<file path="src/rtl/fib_stream_checker_log_ram.sv">
// ----------------------------------------------------------------------------
// fib_log_ram
//   DEPTH x DATA_W sample log. One write port, one registered read port.
//   A read and write to the same address in one cycle returns the old data.
//   Ports:
//     clk      in   clock, rising edge
//     rst      in   async active-high reset (read register only)
//     wr_en    in   write strobe
//     wr_addr  in   write address
//     wr_data  in   write data
//     rd_en    in   read strobe; rd_data holds when low
//     rd_addr  in   read address
//     rd_data  out  registered read data
// ----------------------------------------------------------------------------
module fib_log_ram #(
    parameter int DATA_W = 8,
    parameter int DEPTH  = 16,
    parameter int ADDR_W = 4
) (
    input  logic              clk,
    input  logic              rst,
    input  logic              wr_en,
    input  logic [ADDR_W-1:0] wr_addr,
    input  logic [DATA_W-1:0] wr_data,
    input  logic              rd_en,
    input  logic [ADDR_W-1:0] rd_addr,
    output logic [DATA_W-1:0] rd_data
);

    logic [DATA_W-1:0] mem [DEPTH];

    // Storage array: deliberately not reset so it maps onto plain RAM.
    always_ff @(posedge clk) begin
        if (wr_en) begin
            mem[wr_addr] <= wr_data;
        end
    end

    // Registered read. Sampling mem with a non-blocking read on the same
    // edge as a write gives the pre-write contents on a collision.
    always_ff @(posedge clk or posedge rst) begin
        if (rst) begin
            rd_data <= '0;
        end else if (rd_en) begin
            rd_data <= mem[rd_addr];
        end
    end

endmodule

</file>
<file path="config.mk">
export PLATFORM = sky130hd
export DESIGN_NAME = fib_log_ram
export DESIGN_NICKNAME = d
export VERILOG_FILES = /design/src/rtl/fib_stream_checker_log_ram.sv
export SDC_FILE = /design/constraint.sdc
export NUM_CORES = 1
export LEC_CHECK = 0
export CORE_ASPECT_RATIO = 1.25
export CORE_MARGIN = 3
export CORE_UTILIZATION = 55
export DETAILED_ROUTE_END_ITERATION = 12
export GPL_TIMING_DRIVEN = 1
export PLACE_DENSITY_LB_ADDON = 0.08
export SETUP_SLACK_MARGIN = 0.05
export SLEW_MARGIN = 20
export SYNTH_ARGS = -nofsm -noshare
export SYNTH_HDL_FRONTEND = slang
export SYNTH_SLANG_ARGS = --single-unit
</file>
<file path="constraint.sdc">
create_clock -name clk -period 3.5 [get_ports clk]
set_input_delay 0.7 -clock clk [delete_from_list [all_inputs] [get_ports clk]]
set_output_delay 0.7 -clock clk [all_outputs]
set_load 0.03 [all_outputs]
</file>
=== Yosys cells after proc, flatten, opt, wreduce, memory -nomap -nowiden ===
Memory sizes are Yosys's and may differ from the RTL's. A register that Yosys moved wholly into a read port is not among the register bits.
Index checks and enable logic that the tools add are counted.

* Register bits: 0
* Memory bits (writable): 128
* Input port bits: 20
* Memories kept: 1

{| class="wikitable"
|+ Memory list
! name !! depth !! width !! read ports !! clocked after Yosys merged registers in !! wr ports !! line !! text
|-
| mem || 16 || 8 || 1 || 1 || 1 || 30 || <nowiki>logic [DATA_W-1:0] mem [DEPTH];</nowiki>
|}

* Mux-type cells: 2

{| class="wikitable"
|+ Operator list
! kind !! number
|-
| 1-bit 2-to-1 mux || 2
|}

=== Longest topological paths before layout ===
Gate-level depths: netlist (run 1).

* Word-level depth: 2
* Mapped depth: 6
* Gate-level depth less buffers: 3

=== Worst setup path after synthesis (run 1) ===
Ideal clock, no wire load.

* Kind: input to register
* From: input port wr_addr[2]
* To: memory mem[0][0] (enable)
* Library setup time: 0.383 ns
* Data arrival time: 1.810 ns
* Data required time: 3.117 ns
* Slack: 1.307 ns
* Cell stages on the path: 2
* Cell sequence: or3b_2 nor3_1

{| class="wikitable"
|+ RTL lines
! element !! line !! text
|-
| from (decl) || 23 || <nowiki>input logic [ADDR_W-1:0] wr_addr,</nowiki>
|-
| to (decl) || 30 ||
|}

Straight into the memory's write port.

=== Worst setup path after layout (run 1) ===
* From: input port wr_en
* To: memory mem[3][3] (enable)

* Word-level cells in the longest chain between the ends: 2

{| class="wikitable"
|+ RTL lines
! element !! line !! text
|-
| from (decl) || 22 || <nowiki>input logic wr_en,</nowiki>
|-
| 1-bit 2-to-1 mux || 34 || <nowiki>if (wr_en) begin</nowiki>
|-
| 1-bit 2-to-1 mux (not written as such) || 35 || <nowiki>mem[wr_addr] <= wr_data;</nowiki>
|}

No other way between the ends.

==> flow_summary.ini, run 1 <==
[layout]
drive_gt1_frac = 0.262
multiInputGateArea_um2 = 1160
fin_area_um2 = 6340
diodes = 0
fillers = 602
fin_util = 0.681
final_common_cell = edfxtp_1
areaGrowthSynthToFinish_pct = 18.9
final_nets = 308
register_area_um2 = 4040
final_cell_mix = 128 x edfxtp_1, 26 x mux4_2, 26 x clkdlybuf4s50_1
final_cells = 424

[cts]
cts-root-buf = clkbuf_16
clock_sinks = 136
clock_latency_ps = 400
numCtsBuffers = 17
cts_buffer_depth = 2
clkSlewWorstSetupHoldPaths_ps = 60
post_cts_buffers = 0
cts_tree = done
cts-resized-gates = 0
holdBufCountCts = 0
htreeDepth = 4

[logic_synthesis]
synthAdderAreaFrac = 0
synth_top_family_by_area = multiplexers
synthCells = 241
syn_area_per_cell_um2 = 22.1
syn_area_um2 = 5340
syn_nets = 261
synthSimpleGateAreaFrac = 0.0298
ys_types = 23
synth-xor-area-share = 0
yosysSeqAreaShare = 0.758
synthMuxAreaShare = 0.154
synth-seq-cells = 136
yosysWarnings = 0
synth-compound-area-share = 0.0331

[worst_setup_path]
worstReg2RegStart = mem[3][0]
arrival_ps = 2330
cp_max_fo = 8
worst_setup_path_end_kind = register
start_kind = primary input
critPathRequiredTime_ps = 3530
crit_type = primary input to register
crit_chain = clkdlybuf4s50_1 -> or3b_2 -> nor2_1
crit_path_end = mem[3][3]
reg2reg_depth = 3
r2r_slack_ps = 2040
crit_start = wr_en
regToRegEndpoint = rd_data[0]
cpPeakStageDelay_ps = 600
crit_slowest_cell = nor2_1

[detailed_routing]
ant_nets = 0
routed_wl_um = 10000
drt_iter0_markers = 241
vias_per_cell = 5.96
drc_errors = 0
dr.pass1.iters = 4
via_count = 2528
wl_per_cell_um = 23.7

[timing]
rsz0062_at_grt = no
fin_crit_sh = 0.657
period_minus_slack_ps = 2300
worst_pin_slew_ps = 838
fin_skew_ps = 3.90
fmax_mhz = 435
tns_ps = 0
maxSlewHeadroom = 0.440
final_hold_viol_count = 0
slew_viol_final = 0
finalWorstSetupSlack_ps = 1200
setup_viol = 0

[floorplan]
coreArea_um2 = 9320
die_x_um = 94.1
row_count = 39
pin_count = 28
die_height_um = 116
initial_core_util = 0.572
die-area_um2 = 10900

[global_routing]
track_usage = 0.208
grt_pass1_wl_um = 15700
antenna_found_initial = 0
grt_max_degree = 25
grt_pass1_vias = 2599
overflow = 0

[pwr]
p_leak_nw = 2.11
p_per_area_nw_per_um2 = 609
ir_worst_vdd_v = 0.000373

[place]
placed_area_um2 = 5750
dp_hpwl_um = 6320
post-place-ws_ps = 756
globalplace.congestion = 0.773
io_buffers = 27
dp.cells = 392

[outcome]
run_status = complete, no violations

[min_path]
holdCritPathClass = primary input to asynchronous set/reset pin

[flow_run]
drv_cap = 0
## registers in the layout, summed over array words and instances (netlist names)
signal	count
mem	128
rd_data	8
## metrics by stage
step           total power, W  hold slack [ps]
2_1_floorplan         0.00202              516
3_3_place_gp          0.00212              564
3_5_place_dp          0.00212              559
4_1_cts               0.00390              536
5_1_grt               0.00399              554
6_report              0.00386              544
## final cells by class
class / instances / area share
inverters: 1 / 0.000592
well taps: 123 / 0.0243
multi-input cells: 90 / 0.183
flip-flops and latches: 136 / 0.637
clock inverters: 12 / 0.0247
clock buffers: 20 / 0.0688
repair buffers: 42 / 0.0615
## metal layers
metal  wire length, um  vias to the layer above  global-route usage
li1                  -                     1106                   -
met4               147                        0              0.0703
met5                 0                        -                   0
met2              4860                       84               0.306
met1              4520                     1326               0.301
met3               507                       12              0.0664
## cells in the mapped netlist, drive strengths merged
library cell | count | area, um^2
mux2i | 8 | 80.1
o22ai | 8 | 56.3
nand2 | 1 | 3.75
nand3 | 1 | 5.00
inv | 1 | 3.75
buf | 14 | 129
or3b | 1 | 8.76
nand2b | 3 | 18.8
nand3b | 2 | 15.0
or2 | 1 | 6.26
nor2 | 20 | 75.1
edfxtp | 128 | 3840
and2 | 1 | 6.26
a221oi | 8 | 120
nor3 | 4 | 20.0
mux4 | 32 | 743
dfrtp | 8 | 200
## cell families (layout without fill, tap and decap cells)
family,count (synthesis),in the layout
flops,136,136
mux,40,40
simple gates,34,34
compound gates,16,16
buf+inv,15,75
## report_power, final
group          leakage, nW  internal (W)  switching (W)
clock                0.294       0.00118       0.000600
combinational        0.568      0.000110       0.000137
sequential            1.24       0.00183      0.0000150
total                 2.11       0.00311       0.000752
## how the worst min path moves through the flow
stage	end	cells after the start
after global placement	rd_data[7]	2
final	rd_data[7]	2
after global routing	rd_data[3]	2
after floorplan	rd_data[0]	1
after detailed placement	rd_data[7]	2
after CTS	rd_data[7]	2
## worst max-delay path, delay by kind of cell
| kind | cells | cell delay, ps |
|---|---|---|
| and+or+nand+nor | 2 | 1110 |
| buffers and inverters | 1 | 510 |
No activity file was read; power rests on OpenSTA's default activity.
==> inputs of run 2 (changes only) <==
--- a/config.mk
+++ b/config.mk
@@ -7,7 +7,7 @@
 export LEC_CHECK = 0
 export CORE_ASPECT_RATIO = 1.25
 export CORE_MARGIN = 3
-export CORE_UTILIZATION = 55
+export CORE_UTILIZATION = 53
 export DETAILED_ROUTE_END_ITERATION = 12
 export GPL_TIMING_DRIVEN = 1
 export PLACE_DENSITY_LB_ADDON = 0.08
==> constraint.sdc (replaced) <==
create_clock -name clk -period 2.1 [get_ports clk]
set_input_delay 0.42 -clock clk [delete_from_list [all_inputs] [get_ports clk]]
set_output_delay 0.42 -clock clk [all_outputs]
set_load 0.03 [all_outputs]
==> flow_summary.ini, run 2 (same netlist as run 1, synthesis figures left out) <==
[outcome]
run_status = complete, no violations

[global_routing]
top_usage_layer = met2
grt_pass1_wl_um = 15900
gr-usage-met2 = 0.321
grt_pass1_vias = 2762
overflow = 0
grt_use_met1 = 0.276
antenna_found_initial = 0
grt_use_met3 = 0.0477
grt_max_degree = 20
track_usage = 0.201

[floorplan]
coreArea_um2 = 9710
die_height_um = 118
die-area_um2 = 11300
pin_count = 28
row_count = 40
initial_core_util = 0.549
die_x_um = 95.7

[timing]
tns_ps = 0
fin_skew_ps = 7.08
setup_viol = 0
slew_viol_final = 0
period_minus_slack_ps = 1920
worst_pin_slew_ps = 571
final_hold_viol_count = 0
fmax_mhz = 522
fin_crit_sh = 0.913
maxSlewHeadroom = 0.618
finalWorstSetupSlack_ps = 183
rsz0062_at_grt = no

[cts]
cts_buffer_depth = 2
post_cts_buffers = 0
clock_latency_ps = 400
cts-resized-gates = 0
numCtsBuffers = 17
cts_tree = done
clock_sinks = 136
cts-root-buf = clkbuf_16
holdBufCountCts = 0
htreeDepth = 4
clkSlewWorstSetupHoldPaths_ps = 60

[worst_setup_path]
path_buf_inv = 1
arrival_ps = 1500
crit_slowest_cell = clkdlybuf4s50_1
crit_chain = clkdlybuf4s50_1
regToRegEndpoint = rd_data[1]
start_kind = register
worst_setup_path_end_kind = output port
reg2reg_depth = 3
cp_max_fo = 2
critPathRequiredTime_ps = 1680
cpPeakStageDelay_ps = 690
crit_family = buffers and inverters
crit_type = register to output port
worstReg2RegStart = mem[3][1]
worst-path-stages = 1
r2r_slack_ps = 660

[detailed_routing]
ant_nets = 0
via_count = 2545
routed_wl_um = 10300
vias_per_cell = 5.64
dr.pass1.iters = 4
drt_iter0_markers = 163
wl_per_cell_um = 22.8
drc_errors = 0

[layout]
final_nets = 332
diodes = 0
drive_gt1_frac = 0.317
reg.largest.list = mem (128), rd_data (8)
final_cell_mix = 128 x edfxtp_1, 36 x buf_4, 26 x mux4_2, 26 x clkdlybuf4s50_1, 20 x nor2_1
final_common_cell = edfxtp_1
fillers = 658
largest_register = mem
fin_area_um2 = 6500
largest_reg_flops = 128
areaGrowthSynthToFinish_pct = 21.9
final_cells = 451

[pwr]
p_per_area_nw_per_um2 = 957
p_leak_nw = 2.21
ir_worst_vdd_v = 0.000514
power_w = 0.00622

[place]
dp.cells = 419
post-place-ws_ps = -78.2
placed_area_um2 = 5960
globalplace.congestion = 0.733
io_buffers = 27
dp_hpwl_um = 6600

[min_path]
holdCritPathClass = primary input to asynchronous set/reset pin

[flow_run]
drv_cap = 0
run 2: metrics by stage:
step	util	hold WS, ps
2_1_floorplan	-	236
3_3_place_gp	0.614	575
3_5_place_dp	0.614	565
4_1_cts	0.670	298
5_1_grt	0.670	313
6_report	0.670	289
run 2: worst max-delay path by stage:
stage	startpoint	end	slack, ps
6_report	rd_data[2]	rd_data[2]	180
5_1_grt	rd_data[2]	rd_data[2]	150
3_5_place_dp	rd_addr[3]	rd_data[0]	-80
3_3_place_gp	rd_addr[3]	rd_data[0]	-70
2_1_floorplan	wr_addr[2]	mem[0][0]	190
4_1_cts	rd_data[2]	rd_data[2]	150
run 2: final cells by class:
| class | instances | area (um^2) | share of cell area |
|---|---|---|---|
| clock buffer | 20 | 437 | 0.0671 |
| clock inverter | 12 | 109 | 0.0167 |
| sequential | 136 | 4040 | 0.622 |
| tap | 126 | 158 | 0.0242 |
| inverter | 1 | 3.75 | 0.000577 |
| timing repair buffer | 66 | 596 | 0.0916 |
| multi-input combinational | 90 | 1160 | 0.178 |
run 2: power breakdown:
part	internal [W]	switching (W)	leakage [nW]
registers	0.00304	0.0000273	1.24
clock network	0.00172	0.000986	0.270
logic	0.000216	0.000234	0.694
total	0.00498	0.00125	2.21
run 2: routing by layer:
metal	routed length, um	vias up
li1	-	1154
met1	4350	1326
met2	5390	60
met3	423	5
met4	102	0
met5	0	-
